**src/rtl/mc_controller_hs.sv**
```systemverilog
// Multicycle RV32I control unit with memory ready/wait handshake, watchdog and trap reporting.
// Optional retired-instruction counter enabled by defining MC_INSTRET_EN.
module mc_controller_hs #(
  parameter int unsigned WAIT_TIMEOUT = 0,
  parameter int unsigned TMO_W        = 8,
  parameter int unsigned CNT_W        = 32
) (
  input  logic             clk,
  input  logic             rst,
  input  logic [6:0]       op,
  input  logic [2:0]       func3,
  input  logic [6:0]       func7,
  input  logic             zero,
  input  logic             lt,
  input  logic             ltu,
  input  logic             mem_ready,
  output logic             PCWrite,
  output logic             AdrSrc,
  output logic             MemWrite,
  output logic             IRWrite,
  output logic             RegWrite,
  output logic [1:0]       ResultSrc,
  output logic [1:0]       AluSrcA,
  output logic [1:0]       AluSrcB,
  output logic [2:0]       ImmSrc,
  output logic [2:0]       AluControl,
  output logic             done,
  output logic [1:0]       trap_cause,
  output logic [CNT_W-1:0] instret
);

  typedef enum logic [4:0] {
    StRst, StFetch, StDecode, StLwAdr, StLwMem, StLwWb, StSwAdr, StSwMem, StExecR,
    StExecI, StAluWb, StBranch, StJalrAdr, StJalTgt, StJump, StLinkWb, StLui, StTrap
  } state_e;

  state_e           state_q, state_d;
  logic [TMO_W-1:0] wait_q, wait_d;
  logic [1:0]       cause_q, cause_d;

  logic is_r, is_i, is_b, illegal_fields, timed_out, func3_alu_sub;
  logic [2:0] func3_alu;

  assign is_r = (op == 7'b0110011);
  assign is_i = (op == 7'b0010011);
  assign is_b = (op == 7'b1100011);

  assign illegal_fields =
      ((is_r || is_i) && (func3 == 3'b001 || func3 == 3'b101)) ||
      (is_b && (func3 == 3'b010 || func3 == 3'b011)) ||
      (is_r && !(func7 == 7'b0000000 || func7 == 7'b0100000)) ||
      (is_r && func7 == 7'b0100000 && func3 != 3'b000);

  // Counter reaches the limit on this edge while the access is still pending.
  assign timed_out = (WAIT_TIMEOUT != 0) && !mem_ready &&
                     (wait_q == TMO_W'(WAIT_TIMEOUT - 1));

  assign func3_alu_sub = (state_q == StExecR) && (func7 == 7'b0100000);

  always_comb begin
    func3_alu = 3'b000;
    unique case (func3)
      3'b000:  func3_alu = func3_alu_sub ? 3'b001 : 3'b000;
      3'b111:  func3_alu = 3'b010;
      3'b110:  func3_alu = 3'b011;
      3'b100:  func3_alu = 3'b100;
      3'b010:  func3_alu = 3'b101;
      3'b011:  func3_alu = 3'b110;
      default: func3_alu = 3'b000;
    endcase
  end

  always_comb begin
    state_d = state_q;
    wait_d  = '0;
    cause_d = cause_q;
    unique case (state_q)
      StRst: state_d = StFetch;
      StFetch, StLwMem, StSwMem: begin
        if (mem_ready) begin
          state_d = (state_q == StFetch) ? StDecode :
                    (state_q == StLwMem) ? StLwWb : StFetch;
        end else if (timed_out) begin
          state_d = StTrap;
          cause_d = 2'b10;
        end else begin
          wait_d = wait_q + TMO_W'(1);
        end
      end
      StDecode: begin
        unique case (op)
          7'b0000011: state_d = StLwAdr;
          7'b0100011: state_d = StSwAdr;
          7'b0110011: state_d = StExecR;
          7'b0010011: state_d = StExecI;
          7'b1100011: state_d = StBranch;
          7'b1100111: state_d = StJalrAdr;
          7'b1101111: state_d = StJalTgt;
          7'b0110111: state_d = StLui;
          default:    state_d = StTrap;
        endcase
        if (state_d == StTrap || illegal_fields) begin
          state_d = StTrap;
          cause_d = 2'b01;
        end
      end
      StLwAdr:                   state_d = StLwMem;
      StLwWb, StAluWb, StBranch: state_d = StFetch;
      StSwAdr:                   state_d = StSwMem;
      StExecR, StExecI, StLui:   state_d = StAluWb;
      StJalrAdr, StJalTgt:       state_d = StJump;
      StJump:                    state_d = StLinkWb;
      StLinkWb:                  state_d = StFetch;
      StTrap:                    state_d = StTrap;
      default:                   state_d = StRst;
    endcase
  end

  always_ff @(posedge clk or negedge rst) begin
    if (!rst) begin
      state_q <= StRst;
      wait_q  <= '0;
      cause_q <= 2'b00;
    end else begin
      state_q <= state_d;
      wait_q  <= wait_d;
      cause_q <= cause_d;
    end
  end

  always_comb begin
    PCWrite    = 1'b0;
    AdrSrc     = 1'b0;
    MemWrite   = 1'b0;
    IRWrite    = 1'b0;
    RegWrite   = 1'b0;
    ResultSrc  = 2'b00;
    AluSrcA    = 2'b00;
    AluSrcB    = 2'b00;
    ImmSrc     = 3'b000;
    AluControl = 3'b000;
    done       = 1'b0;
    unique case (state_q)
      StFetch: begin
        AluSrcB   = 2'b10;
        ResultSrc = 2'b10;
        IRWrite   = mem_ready;
        PCWrite   = mem_ready;
      end
      StDecode: begin
        AluSrcA = 2'b01;
        AluSrcB = 2'b01;
        ImmSrc  = 3'b010;
      end
      StLwAdr, StJalrAdr: begin
        AluSrcA = 2'b10;
        AluSrcB = 2'b01;
      end
      StLwMem: AdrSrc = 1'b1;
      StLwWb: begin
        ResultSrc = 2'b01;
        RegWrite  = 1'b1;
      end
      StSwAdr: begin
        AluSrcA = 2'b10;
        AluSrcB = 2'b01;
        ImmSrc  = 3'b001;
      end
      StSwMem: begin
        AdrSrc   = 1'b1;
        MemWrite = 1'b1;
      end
      StExecR: begin
        AluSrcA    = 2'b10;
        AluControl = func3_alu;
      end
      StExecI: begin
        AluSrcA    = 2'b10;
        AluSrcB    = 2'b01;
        AluControl = func3_alu;
      end
      StAluWb, StLinkWb: RegWrite = 1'b1;
      StBranch: begin
        AluSrcA    = 2'b10;
        AluControl = 3'b001;
        unique case (func3)
          3'b000:  PCWrite = zero;
          3'b001:  PCWrite = ~zero;
          3'b100:  PCWrite = lt;
          3'b101:  PCWrite = ~lt;
          3'b110:  PCWrite = ltu;
          3'b111:  PCWrite = ~ltu;
          default: PCWrite = 1'b0;
        endcase
      end
      StJalTgt: begin
        AluSrcA = 2'b01;
        AluSrcB = 2'b01;
        ImmSrc  = 3'b011;
      end
      StJump: begin
        PCWrite = 1'b1;
        AluSrcA = 2'b01;
        AluSrcB = 2'b10;
      end
      StLui: begin
        ImmSrc     = 3'b100;
        AluSrcB    = 2'b01;
        AluControl = 3'b111;
      end
      StTrap:  done = 1'b1;
      default: ;
    endcase
  end

  assign trap_cause = cause_q;

`ifdef MC_INSTRET_EN
  logic [CNT_W-1:0] instret_q;
  logic             retire;

  assign retire = (state_q inside {StBranch, StLwWb, StAluWb, StLinkWb}) ||
                  (state_q == StSwMem && mem_ready);

  always_ff @(posedge clk or negedge rst) begin
    if (!rst) begin
      instret_q <= '0;
    end else if (retire && (instret_q != '1)) begin
      instret_q <= instret_q + CNT_W'(1);
    end
  end

  assign instret = instret_q;
`else
  assign instret = '0;
`endif

endmodule

```
**config.mk**
```make
export PLATFORM = sky130hd
export DESIGN_NAME = mc_controller_hs
export DESIGN_NICKNAME = d
export VERILOG_FILES = /design/src/rtl/mc_controller_hs.sv
export SDC_FILE = /design/constraint.sdc
export NUM_CORES = 1
export LEC_CHECK = 0
export CORE_MARGIN = 3
export CORE_UTILIZATION = 42
export CTS_BUF_LIST = sky130_fd_sc_hd__clkbuf_8
export DETAILED_ROUTE_END_ITERATION = 10
export PLACE_DENSITY_LB_ADDON = 0.3
export SLEW_MARGIN = 20
export SYNTH_ARGS = -nofsm -noshare
export SYNTH_HDL_FRONTEND = slang
export SYNTH_SLANG_ARGS = --single-unit
export TNS_END_PERCENT = 50
```
**constraint.sdc**
```tcl
create_clock -name clk -period 2.6 [get_ports clk]
set_input_delay 0.52 -clock clk [delete_from_list [all_inputs] [get_ports clk]]
set_output_delay 0.52 -clock clk [all_outputs]
set_load 0.1 [all_outputs]
```
## Word level (Yosys, flattened, before mapping)

Index checks and enable logic that the tools add are counted.

- Mux-type cells: 21
- Reductions and logical operators: 31
- Equality and inequality tests: 35
- Bitwise operators: 3

Operator list:

| cell | count |
|---|---|
| $pmux 5 s9 | 1 |
| $eq 5x4->1 const B | 8 |
| $pmux 5 s8 | 1 |
| $eq 7x6->1 const B | 4 |
| $eq 7x7->1 const B | 3 |
| $eq 5x3->1 const B | 4 |
| $pmux 3 s6 | 1 |
| $eq 5x5->1 const B | 3 |
| $mux 5 | 3 |
| $eq 3x3->1 const B | 4 |
| $pmux 2 s2 | 3 |
| $pmux 3 s4 | 1 |
| $reduce_or 3->1 | 4 |
| $eq 5x2->1 const B | 2 |
| $pmux 3 s3 | 1 |
| $logic_or 1x1->1 | 8 |
| $reduce_or 2->1 | 4 |
| $eq 7x2->1 const B | 1 |
| $eq 7x5->1 const B | 1 |
| $logic_not 7->1 | 1 |
| $reduce_or 7->1 | 1 |
| $eq 3x2->1 const B | 2 |
| $logic_and 1x1->1 | 6 |
| $mux 1 | 6 |
| 14 further kinds | 17 |

- Logic and storage cells: 92
- Output and inout port bits: 52
- Input port bits: 23
- Bits in registers: 6

## Depth between registers and ports, before layout

- Depth in word-level cells: 9
- Mapped depth: 7

## Worst setup path after synthesis

Ideal clock, no wire load.

- Kind: flip-flop to output port
- From: register state_q[0]
- To: output port AluSrcA[1]
- Path slack: -1.687 ns
- Cell stages (with the launch flop): 5
- Arrival time: 3.767 ns
- Required time: 2.080 ns
- Cell sequence: dfrtp_1 > clkbuf_1 > nand2b_1 > nor2_1 > nor4_1

- Longest elaborated chain between the ends: 3
- Elaborated cells on any way between the ends: 12
- Those cells by class: 9 x eq/ne; 1 x mux; 2 x reduce/logical

RTL lines:

| what | RTL line | text |
|---|---|---|
| from (decl) | 37 | `state_e state_q, state_d;` |
| from (signal assigned) | 121 | `state_q <= StRst;` |
| from (signal assigned) | 125 | `state_q <= state_d;` |
| $eq 5x4->1 (tied with other cells) | 143 | `unique case (state_q)` |
| $reduce_or 6->1 (no source line) / $reduce_or 3->1 (equally long branches) | -- |  |
| $pmux 2 s2 (*) | 143 |  |
| to (decl) | 23 | `output logic [1:0] AluSrcA,` |

Mark *: on every way between the ends. The rest lies on a longest branch, timed or not.

## Worst setup path after layout

- From: input port func3[1]
- To: output port PCWrite

- Longest elaborated chain between the ends: 3
- Elaborated cells on any way between the ends: 8
- Those cells by class: 5 x eq/ne; 2 x mux; 1 x reduce/logical

RTL lines:

| what | RTL line | text |
|---|---|---|
| from (decl) | 11 | `input logic [2:0] func3,` |
| $eq 3x3->1 (tied with other cells) | 186 | `unique case (func3)` |
| $pmux 1 s6 (*) | 186 |  |
| $pmux 1 s3 (*) | 143 |  |
| to (decl) | 17 | `output logic PCWrite,` |

Marks and branches as above.

==> impl_metrics.toml <==
[outcome]
status = "finished clean"

[timing]
clock_skew_ns = 0.00230
fmax_mhz = 398
period_needed_ns = 2.51
finalHoldViolCount = 0
tns_ns = 0
rsz0062_at_grt = "false"
maxSlewViolCount = 0
min_period_over_period_pct = 96.7
finalSetupViolations = 0

[synthesis]
synth_ff_type = "dfrtp_1"
synth_edf_count = 0
yosysUniqueCellTypes = 46
synth_top_area_share_pct = 19.8
synth.ff_latch_count = 6
synth_warnings = 0
seq_area_frac_synth_pct = 12.0
syn_inst = 178
synthTopCellsByArea = "buf_4 20%, dfrtp_1 12%, buf_6 6.3%"
synth.cell_area_mm2 = 0.00125
synth-async-reset-ratio_pct = 100
synth_top_area_cell = "buf_4"
syn_area_per_cell_um2 = 7.02

[cells_and_area]
layout_commonest_cell = "conb_1"
fin_nets = 242
drive_above_1_share_pct = 23.0
final_cell_mix = "33 x conb_1, 18 x nor2_1, 18 x buf_12, 17 x clkdlybuf4s50_1, 10 x o21ai_0"
area_growth_syn_to_layout_pct = 48.9
antenna_cells = 0

[hold_path]
hp-class = "reg2reg"

[placed_design]
io_buffers = 41
place.gp.congestion = 0.897
hpwlAfterDp_um = 2630

[setup_path]
path_delay_family = "buffers and inverters"
slowest_stage = "clkdlybuf4s50_1"
crit_path_start_kind = "input pin"
crit_chain = "clkdlybuf4s50_1, mux2i_1, xnor2_1, a21oi_2, o32ai_4, buf_12"
path_max_fanout = 2
timing.critical_path.slowest_cell_delay_ns = 0.49
cp_data_arrival_time_ns = 1.99
cp.buffers_inverters = 2
cp.required_ns = 2.08
timing_worst_setup_path_type = "in2out"
crit_path_end_kind = "output port"

[floorplan]
start_util_pct = 44.5
fp.dieW_um = 60.5
core_region_area_mm2 = 0.00281
die_h_um = 60.5
io_pins = 75
row_count = 19
die_area_mm2 = 0.00366

[cts]
holdBufCountCts = 0
cts_tree = "yes"
h-tree-depth = 1
clock_latency_ns = 0.22
cts_sinks = 6
cts.clk_slew.worst_paths_ns = 0.03
ctsLongestPathBuffers = 2
cts_made_buffers = 3
root_buffer = "clkbuf_8"

[global_routing]
grt_pass1_wl_um = 5190
grt_usage_pct = 17.9
antenna_found_initial = 0
grt_remaining_overflow = 0
grt_pass1_vias = 1219
grt_max_degree = 23

[drt]
drc_errors = 0
drt_iter0_markers = 44
viasPerCell = 5.52
first_pass_iters = 4
drt_wl_total_um = 3200
wl_per_cell_um = 12.9
ant_nets = 0
dr_total_vias = 1368

[run]
maxCapViolations = 0
sequential cells by signal, summed over array words and instances (netlist names):
signal	count
state_q	5
trap_cause	1
path summary, 6_finish.rpt:
kind | end | cells past startpoint | slack (ns) | startpoint
max | PCWrite | 6 | 0.09 | func3[1]
min | trap_cause[0] | 1 | 0.54 | trap_cause[0]
max reg2reg | trap_cause[0] | 5 | 0.66 | state_q[1]
min reg2reg | trap_cause[0] | 1 | 0.54 | trap_cause[0]
max in group asynchronous | state_q[3] | 1 | 1.84 | rst
min in group asynchronous | state_q[2] | 1 | 0.55 | rst
cell usage after synthesis (6+ instances only):
cell type,count
buf_4,33
nor3_1,8
nand2_1,8
o21ai_0,10
buf_6,7
dfrtp_1,6
inv_1,6
a21oi_1,10
nor2_1,18
through the flow:
step	std cells	worst slack, ns	util, %	hold slack [ns]	area [µm²]
4_1_cts	248	-0.00663	65.8	0.529	1850
3_3_place_gp	245	-0.294	64.4	0.448	1810
6_report	248	0.0864	66.3	0.539	1860
5_1_grt	248	0.0105	66.3	0.555	1860
2_1_floorplan	210	-0.776	-	0.224	1460
3_5_place_dp	245	-0.354	64.4	0.477	1810
layout make-up:
cell class,instances,area [µm²]
fill,231,946
multi-input combinational,152,961
tap,31,38.8
clock buffer,3,41.3
inverter,7,26.3
timing repair buffer,49,642
sequential,6,150
layer usage:
metal | global-route usage (%) | wire length (µm)
met1 | 20.7 | 1200
met2 | 32.3 | 1710
met4 | 8.67 | 72
met5 | 0 | 0
met3 | 2.55 | 222
cells by family after synthesis:
family | after synthesis | share of synthesized area, %
DFF | 6 | 12.0
other | 1 | 0.300
and+or+nand+nor | 65 | 28.0
buffers and inverters | 52 | 29.8
muxes | 1 | 0.802
AOI/OAI and AO/OA | 48 | 25.7
xor gates and xnor gates | 5 | 3.51
timing repair:
action | CTS | global route
setup buffers | 0 | 0
pin swaps | 5 | 4
setup endpoints to repair | 1 | 2
resized for setup | 14 | 3
Power is left out: the tool's default activity adds up to more than one toggle a clock period on the data nets, which glitch-free logic cannot reach.
